===== src/rtl/ssd_pkg.sv =====
// Shared constants for the seven-segment scan driver.
// Latency: n/a (constants only).
// Backpressure: n/a.
package ssd_pkg;

  localparam int NUM_DIGITS = 4;

  // All segments dark (active-low cathodes) and all anodes off.
  localparam logic [6:0] SEG_BLANK = 7'h7F;
  localparam logic [3:0] AN_OFF    = 4'hF;

  // Active-low {g,f,e,d,c,b,a} patterns for hex digits 0..F.
  localparam logic [6:0] HEX7_TABLE [16] = '{
    7'b1000000, 7'b1111001, 7'b0100100, 7'b0110000,
    7'b0011001, 7'b0010010, 7'b0000010, 7'b1111000,
    7'b0000000, 7'b0010000, 7'b0001000, 7'b0000011,
    7'b1000110, 7'b0100001, 7'b0000110, 7'b0001110
  };

endpackage


===== src/rtl/hex_to_seg7.sv =====
// Nibble to active-low seven-segment pattern lookup.
// Latency: purely combinational.
// Backpressure: none.
module hex_to_seg7
  import ssd_pkg::*;
(
  input  logic [3:0] nib_i,
  output logic [6:0] seg_o
);

  assign seg_o = HEX7_TABLE[nib_i];

endmodule


===== src/rtl/ssd_scan_driver.sv =====
// Four-digit multiplexed hex display driver with a per-frame shadow of the shown half-word.
// Latency: outputs lag the digit counter / shadow by one cycle; first digit lit on 2nd edge after reset.
// Backpressure: none; value is sampled blindly at each frame boundary.
module ssd_scan_driver
  import ssd_pkg::*;
#(
  parameter int unsigned REFRESH_DIV = 100000
) (
  input  logic        clk,
  input  logic        rst_n,
  input  logic [31:0] value,
  input  logic        half_sel,
  output logic [3:0]  an,
  output logic [6:0]  seg,
  output logic        dp,
  output logic        frame_tick
);

  localparam int         DIG_W    = $clog2(NUM_DIGITS);
  localparam logic [19:0] DIV_LAST = 20'(REFRESH_DIV - 1);

  logic [19:0]      div_cnt_q, div_cnt_d;
  logic [DIG_W-1:0] dig_idx_q, dig_idx_d;
  logic [15:0]      shadow_q,  shadow_d;
  logic             half_q,    half_d;
  logic             primed_q,  primed_d;
  logic             frame_tick_q, frame_tick_d;
  logic [3:0]       an_q,  an_d;
  logic [6:0]       seg_q, seg_d;
  logic             dp_q,  dp_d;

  logic             div_last;
  logic             load;
  logic [3:0]       cur_nib;
  logic [6:0]       cur_seg;

  // A digit period ends on the last divider count; the frame ends when that hits digit 3.
  assign div_last = (div_cnt_q == DIV_LAST);
  assign load     = !primed_q || (div_last && (dig_idx_q == DIG_W'(NUM_DIGITS - 1)));
  assign cur_nib  = shadow_q[{dig_idx_q, 2'b00} +: 4];

  hex_to_seg7 u_hex (
    .nib_i (cur_nib),
    .seg_o (cur_seg)
  );

  // Next state of divider, digit counter and the frame shadow.
  always_comb begin
    div_cnt_d    = div_cnt_q;
    dig_idx_d    = dig_idx_q;
    shadow_d     = shadow_q;
    half_d       = half_q;
    primed_d     = 1'b1;
    frame_tick_d = load;
    // The priming edge only captures the word; counting starts on the following edge.
    if (primed_q) begin
      if (div_last) begin
        div_cnt_d = '0;
        dig_idx_d = dig_idx_q + DIG_W'(1);
      end else begin
        div_cnt_d = div_cnt_q + 20'd1;
      end
    end
    if (load) begin
      shadow_d = half_sel ? value[31:16] : value[15:0];
      half_d   = half_sel;
    end
  end

  // Next value of the registered display outputs; held blank until primed.
  always_comb begin
    an_d  = an_q;
    seg_d = seg_q;
    dp_d  = dp_q;
    if (primed_q) begin
      an_d  = ~(4'b0001 << dig_idx_q);
      seg_d = cur_seg;
      dp_d  = ~(half_q && (dig_idx_q == '0));
    end
  end

  // State and output registers; reset blanks the display asynchronously.
  always_ff @(posedge clk or negedge rst_n) begin
    if (!rst_n) begin
      div_cnt_q    <= '0;
      dig_idx_q    <= '0;
      shadow_q     <= '0;
      half_q       <= 1'b0;
      primed_q     <= 1'b0;
      frame_tick_q <= 1'b0;
      an_q         <= AN_OFF;
      seg_q        <= SEG_BLANK;
      dp_q         <= 1'b1;
    end else begin
      div_cnt_q    <= div_cnt_d;
      dig_idx_q    <= dig_idx_d;
      shadow_q     <= shadow_d;
      half_q       <= half_d;
      primed_q     <= primed_d;
      frame_tick_q <= frame_tick_d;
      an_q         <= an_d;
      seg_q        <= seg_d;
      dp_q         <= dp_d;
    end
  end

  assign an         = an_q;
  assign seg        = seg_q;
  assign dp         = dp_q;
  assign frame_tick = frame_tick_q;

endmodule


===== config.mk =====
export PLATFORM = sky130hd
export DESIGN_NAME = ssd_scan_driver
export DESIGN_NICKNAME = d
export VERILOG_FILES = /design/src/rtl/ssd_pkg.sv /design/src/rtl/hex_to_seg7.sv /design/src/rtl/ssd_scan_driver.sv
export SDC_FILE = /design/constraint.sdc
export NUM_CORES = 1
export LEC_CHECK = 0
export ABC_AREA = 1
export BUFFER_PORTS_ARGS = -buffer_cell sky130_fd_sc_hd__buf_2
export CAP_MARGIN = 20
export CORE_MARGIN = 10
export CORE_UTILIZATION = 47
export CTS_CLUSTER_SIZE = 40
export DETAILED_ROUTE_END_ITERATION = 12
export PLACE_DENSITY = 0.71
export REMOVE_ABC_BUFFERS = 1
export SYNTH_ARGS = -nofsm -noshare
export SYNTH_HDL_FRONTEND = slang
export SYNTH_SLANG_ARGS = --single-unit

===== constraint.sdc =====
create_clock -name clk -period 1.5 [get_ports clk]
set_input_delay 0.075 -clock clk [delete_from_list [all_inputs] [get_ports clk]]
set_output_delay 0.075 -clock clk [all_outputs]
set_load 0.05 [all_outputs]

==> results.sh, run 1 <==
export IMPL_status="finished with violations"
export IMPL_failed_checks="setup timing"
export IMPL_ys_warn_count=0
export IMPL_io_pins=48
export IMPL_instances_no_fill=569
export IMPL_vias=2889
export IMPL_clkTransAtPathRegs_ps=100
export IMPL_cts_made_buffers=5
export IMPL_synth_compound_area_share_pct=3.13
export IMPL_synth_adder_area_share_pct=4.47
export IMPL_cts_sinks=53
export IMPL_r2r_start="dig_idx_q[0]"
export IMPL_synth_xor_area_share_pct=2.56
export IMPL_hold_end="shadow_q[0]"
export IMPL_met3_usage_pct=2.81
export IMPL_final_nets=537
export IMPL_syn_inst=393
export IMPL_crit_required_ps=1770
export IMPL_yosys_area_top_type="dfrtp_1"
export IMPL_ir_drop_uv=702
export IMPL_gp_congestion=0.881
export IMPL_clk_latency_ps=310
export IMPL_hold_slack_ps=77.7
export IMPL_grt_pass1_vias=2851
export IMPL_worst_slack_ps=-40.9
export IMPL_p_per_area_nw_per_um2=864
export IMPL_critPathSlowestCell="dfrtp_2"
export IMPL_grt_pass1_wl_um=12600
export IMPL_cts_tree="built"
export IMPL_antenna_found_initial=0
export IMPL_dieWidth_um=101
export IMPL_cts_root_buf="clkbuf_8"
export IMPL_ant_nets=0
export IMPL_rrSetupSlack_ps=-40
export IMPL_crit_arrival_ps=1810
export IMPL_core_sq_um=6350
export IMPL_fin_skew_ps=6.77
export IMPL_avgSynthCellArea_sq_um=7.83
export IMPL_finalHoldViolations=0
export IMPL_muxShareOfSynthArea_pct=6.18
export IMPL_firstDrtPassIters=4
export IMPL_synthDistinctLibCells=31
export IMPL_finalSetupViolCount=3
export IMPL_layout_drive_gt1_share_pct=41.3
export IMPL_drt_initial_drc_count=141
export IMPL_start_util_pct=48.5
export IMPL_synth_top_cells_by_area="dfrtp_1 (33%), nand2_1 (15%), dfstp_2 (10%)"
export IMPL_leakage_uw=0.00210
export IMPL_wire_per_inst_um=13.5
export IMPL_ys_seq_area_share_pct=43.6
export IMPL_via_per_inst=5.08
export IMPL_path_max_fanout=7
export IMPL_cts_max_level=2
export IMPL_synth_top_family_by_area="simple AND/OR/NAND/NOR gates"
export IMPL_yosys_area_share_simple_pct=33.3
export IMPL_drc=0
export IMPL_cts_path_max_buffers=2
export IMPL_netlist_area_sq_um=3080
export IMPL_grt_max_degree=54
export IMPL_final_util_pct=65.9
export IMPL_cap_violations=0
export IMPL_track_usage_pct=14.6
export IMPL_hold_depth=4
export IMPL_power_total_uw=3610
export IMPL_min_delay_path_class="in2reg"
export IMPL_pre_cts_ws_ps=-154
export IMPL_endpoint_kind="flip-flop"
export IMPL_period_needed_ps=1540
export IMPL_crit_chain="inv_4 -> nand2_2 -> nand3_2 -> nand2_4 -> ha_4 -> inv_1 -> nand3_1 -> nand2_1 -> nand2_1 -> nand2_1 -> nand2_1 -> nand2_1"
export IMPL_slowest_delay_ps=480
export IMPL_gr_usage_met1_pct=19.4
export IMPL_crit_buf_inv=2
export IMPL_path_delay_family="simple AND/OR/NAND/NOR gates"
export IMPL_busiest_layer="met2"
export IMPL_drt_total_wl_um=7660
export IMPL_crit_type="reg2reg"
export IMPL_drv_slew=0
export IMPL_rows=29
export IMPL_r2r_end="seg[3]"
export IMPL_diodes=0
export IMPL_syn_to_final_growth_pct=35.9
export IMPL_fmax_mhz=649
export IMPL_dieHeight_um=101
export IMPL_synth_ff_latch_count=53
export IMPL_grt_overflow=0
export IMPL_rsz0062_at_grt="true"
export IMPL_dieArea_sq_um=10200
export IMPL_place_inst=548
export IMPL_grtUsageMet2_pct=22.8
export IMPL_period_share_pct=103
export IMPL_rr_worst_depth=12
export IMPL_place_detailed_hpwl_um=5420
export IMPL_synth_top_area_share_pct=33.3
export IMPL_crit_path_start_kind="flip-flop"
export IMPL_port_buffers=47
export IMPL_min_from="value[0]"
export IMPL_crit_path_frequent_cell="nand2_1"
==> through the flow <==
step	instance area, sq um	TNS (ps)
2_1_floorplan	3010	-6370
3_3_place_gp	3690	-162
3_5_place_dp	3690	-1080
4_1_cts	3930	0
5_1_grt	4180	-1540
6_report	4180	-71.3
==> where the power goes <==
part / total [uW] / switching, uW / internal (uW) / leakage (uW)
Combinational: 1080 / 624 / 453 / 0.00141
Clock: 799 / 468 / 331 / 0.0000385
Sequential: 1740 / 121 / 1620 / 0.000649
==> state kept, by name, summed over array words and instances, names as in the netlist <==
signal      count
dp              1
shadow_q       16
half_q          1
dig_idx_q       2
primed_q        1
frame_tick      1
seg             7
an              4
div_cnt_q      20
==> tightest hold or removal path: stages <==
cell and delay [ps]:
buf_2 70, mux2_2 130, nand2_1 40, nand2_1 40
==> cells in the mapped netlist <==
cell and n:
buf_1 1, o21ai_0 12, nand4_4 1, nor2_1 32, inv_4 1, or2_2 2
nor2_2 4, nor3_1 9, buf_2 3, inv_2 4, nand2_2 1, mux2_2 16
buf_8 1, mux2i_1 1, nand2_1 127, ha_1 11, nand4_1 8, nor3_2 1
xnor2_1 1, a31oi_1 1, nand3_1 48, conb_1 1, buf_4 2, and3_1 1
dfstp_2 12, a21oi_1 6, inv_1 32, nand2_4 1, xor2_1 8, dfrtp_1 41
clkbuf_1 4
==> final cells by class <==
class	count	area [sq um]
fillers	502	2170
multi-input cells	292	1810
flip-flops and latches	53	1340
repair buffers	102	698
inverters	37	146
well taps	77	96.3
clock buffers	7	76.3
clock inverters	1	7.51
==> worst max-delay path by stage <==
stage                 startpoint            end  slack [ps]  depth (start not counted)
finish              dig_idx_q[0]         seg[3]         -40                         12
floorplan               primed_q  div_cnt_q[13]        -690                          6
CTS                 div_cnt_q[1]  div_cnt_q[14]           1                          7
global route        dig_idx_q[0]         seg[3]        -130                         12
global placement    dig_idx_q[0]         seg[5]         -60                         10
detailed placement  dig_idx_q[0]         seg[5]        -150                         10
==> placed cells by master, fill, tap and decap left out, types with 6 or more instances in the layout <==
master and n:
buf_6 6, inv_2 8, nor2_1 29, nand2_2 8, dfstp_2 12, inv_1 26, o21ai_0 9, nand4_1 8
dfrtp_1 39, nand3_1 33, xor2_1 8, nand3_2 12, buf_2 47, nand2_1 115, mux2_2 16, buf_4 46
==> cell families (layout without fill, tap and decap cells) <==
group / Yosys count / after routing
AND/OR/NAND/NOR: 235 / 235
flip-flops: 53 / 53
buffers and inverters: 48 / 147
AO/OA/AOI/OAI: 19 / 19
multiplexers: 17 / 17
adder cells (fa/ha/maj): 11 / 11
XOR/XNOR: 9 / 9
other: 1 / 1
==> metal layers <==
layer / vias to the layer above / routed length [um]
met5: - / 0
met4: 0 / 147
met3: 14 / 296
met2: 65 / 3680
met1: 1346 / 3540
li1: 1464 / -
==> what timing repair did <==
action,CTS,global route
buffers inserted,4,7
resized for setup,30,50
pin swaps,7,24
hold endpoints to repair,41,0
endpoints found under the setup margin,28,39
hold buffers,1,0
cloned,0,1
No activity file was read; power rests on OpenSTA's default activity.
==> run 2: changes to the inputs <==
--- a/config.mk
+++ b/config.mk
@@ -12,7 +12,7 @@
 export CORE_UTILIZATION = 47
 export CTS_CLUSTER_SIZE = 40
 export DETAILED_ROUTE_END_ITERATION = 12
-export PLACE_DENSITY = 0.71
+export PLACE_DENSITY = 0.78
 export REMOVE_ABC_BUFFERS = 1
 export SYNTH_ARGS = -nofsm -noshare
 export SYNTH_HDL_FRONTEND = slang
==> run 2 against run 1 <==
Compared with the run above: largest cell class unchanged; sequential cell count stayed put; the flow still finishes with violations (setup timing); critical path type unchanged; worst hold slack lost 4.5 ps; utilization grew 2.4 points; largest power group unchanged.
==> results.sh, run 2 (synthesis results as in run 1) <==
export IMPL_status="finished with violations"
export IMPL_failed_checks="setup timing"
export IMPL_period_needed_ps=1640
export IMPL_power_switching_uw=1280
export IMPL_largest_reg_flops=20
export IMPL_min_delay_path_class="in2reg"
export IMPL_antenna_found_initial=0
export IMPL_grt_max_degree=26
export IMPL_crit_type="reg2reg"
export IMPL_port_buffers=47
export IMPL_crit_path_start_kind="flip-flop"
export IMPL_clk_latency_ps=330
export IMPL_drt_initial_drc_count=155
export IMPL_instances_no_fill=573
export IMPL_cts_root_buf="clkbuf_8"
export IMPL_worst_slack_ps=-138
export IMPL_r2r_start="dig_idx_q[0]"
export IMPL_layout_common_cells="nand2_1 (111), buf_4 (51), buf_2 (47), dfrtp_1 (39), nor2_1 (27)"
export IMPL_final_nets=541
export IMPL_place_inst=552
export IMPL_rsz0062_at_grt="true"
export IMPL_cts_made_buffers=5
export IMPL_io_pins=48
export IMPL_drv_slew=0
export IMPL_wire_per_inst_um=16.3
export IMPL_finalHoldViolations=0
export IMPL_grt_pass1_vias=3162
export IMPL_rows=29
export IMPL_p_int_uw=2480
export IMPL_cts_sinks=53
export IMPL_rr_worst_depth=10
export IMPL_finalSetupViolCount=18
export IMPL_dieArea_sq_um=10200
export IMPL_crit_start="dig_idx_q[0]"
export IMPL_p_per_area_nw_per_um2=867
export IMPL_cts_path_max_buffers=2
export IMPL_grt_pass1_wl_um=14000
export IMPL_power_frac_clock_pct=24.8
export IMPL_path_max_fanout=7
export IMPL_diodes=0
export IMPL_syn_to_final_growth_pct=40.8
export IMPL_drt_total_wl_um=9310
export IMPL_cts_tree="built"
export IMPL_r2r_end="seg[4]"
export IMPL_vias=3143
export IMPL_fmax_mhz=610
export IMPL_seq_power_share_pct=47.0
export IMPL_drc=0
export IMPL_cts_max_level=2
export IMPL_dieHeight_um=101
export IMPL_via_per_inst=5.49
export IMPL_cp_endpoint="seg[4]"
export IMPL_crit_arrival_ps=1900
export IMPL_layout_commonest_cell="nand2_1"
export IMPL_setup_tns_ps=-828
export IMPL_firstDrtPassIters=5
export IMPL_core_sq_um=6350
export IMPL_dieWidth_um=101
export IMPL_ant_nets=0
export IMPL_top_register="div_cnt_q"
export IMPL_fin_skew_ps=12.3
export IMPL_endpoint_kind="flip-flop"
export IMPL_track_usage_pct=16.5
export IMPL_cap_violations=0
export IMPL_ir_drop_uv=823
export IMPL_layout_drive_gt1_share_pct=44.8
export IMPL_start_util_pct=48.5
export IMPL_period_share_pct=109
export IMPL_grt_overflow=0
export IMPL_rrSetupSlack_ps=-140
export IMPL_place_detailed_hpwl_um=6000
export IMPL_clkTransAtPathRegs_ps=100
export IMPL_crit_required_ps=1770
export IMPL_fill_cells=459
export IMPL_gp_congestion=0.886
export IMPL_switching_share_pct=33.9
export IMPL_leakage_uw=0.00219
export IMPL_comb_power_share_pct=28.2
==> run 2: cell types whose count changed in the layout (fill, tap and decap cells not counted), moves of 3 or more <==
cell,before,now
nor3_4,0,3
nand2_2,8,11
nand3_2,12,21
buf_4,46,51
nor3_2,5,1
nand3_1,33,23
nand2_1,115,111
==> run 2: repair_timing <==
action / in CTS / in global routing
hold buffers: 1 / 0
setup buffers: 6 / 5
hold endpoints to repair: 41 / 0
endpoints found under the setup margin: 11 / 40
cloned: 0 / 1
gates resized for setup: 33 / 66
pin swaps: 5 / 35
==> run 2: worst max-delay path: stages (launching register included) <==
cell and delay [ps]:
dfrtp_2 480, clkinv_4 130, buf_4 170, nand2_1 100, nand3_1 140, nand2_2 170, nand2_1 110, nand2_1 90
nand2_1 60, nand3_1 80, nand2_1 60
==> run 2: worst min path at each step <==
stage | start | end | slack (ps) | cells past startpoint
after floorplan | rst_n | dig_idx_q[0] | -220 | 0
after global placement | rst_n | div_cnt_q[13] | -70 | 1
after detailed placement | rst_n | div_cnt_q[13] | -70 | 1
after CTS | value[27] | shadow_q[11] | 70 | 4
after global routing | value[5] | shadow_q[5] | 80 | 4
final | value[27] | shadow_q[11] | 70 | 4
==> run 2: power by group through the flow <==
| stage | Clock, uW | Sequential (uW) | Combinational, uW |
|---|---|---|---|
| after detailed placement | 0 | 1750 | 902 |
| final | 933 | 1770 | 1060 |
| after global placement | 0 | 1750 | 868 |
| after CTS | 936 | 1740 | 965 |
| after global routing | 996 | 1780 | 1170 |
| after floorplan | 0 | 1910 | 386 |
==> run 2: cell type report <==
cell class                 count  area (sq um)  share of cell area [%]
clock buffer                   7          97.6                    2.25
clock inverter                 1          5.00                   0.115
inverter                      37           149                    3.44
multi-input combinational    292          1910                    44.1
sequential                    53          1340                    31.0
tap                           77          96.3                    2.22
timing repair buffer         106           729                    16.8
==> run 2: metal layers <==
| metal | track usage, % | part of all wire, % |
|---|---|---|
| met1 | 19.1 | 40 |
| met2 | 28.6 | 51 |
| met3 | 3.16 | 5.7 |
| met4 | 7.40 | 3.7 |
| met5 | 0 | 0 |
==> run 2: per-stage QoR <==
stage               worst slack [ps]  total power [uW]  hold slack, ps  instance area (sq um)  util (%)
floorplan                       -687              2300            -221                   3010         -
global placement               -67.8              2620           -70.5                   3700      58.3
finish                          -138              3760            73.2                   4330      68.3
detailed placement              -168              2660           -74.8                   3700      58.3
global route                    -229              3950            84.2                   4330      68.3
CTS                             4.27              3640            74.0                   4000      63.0
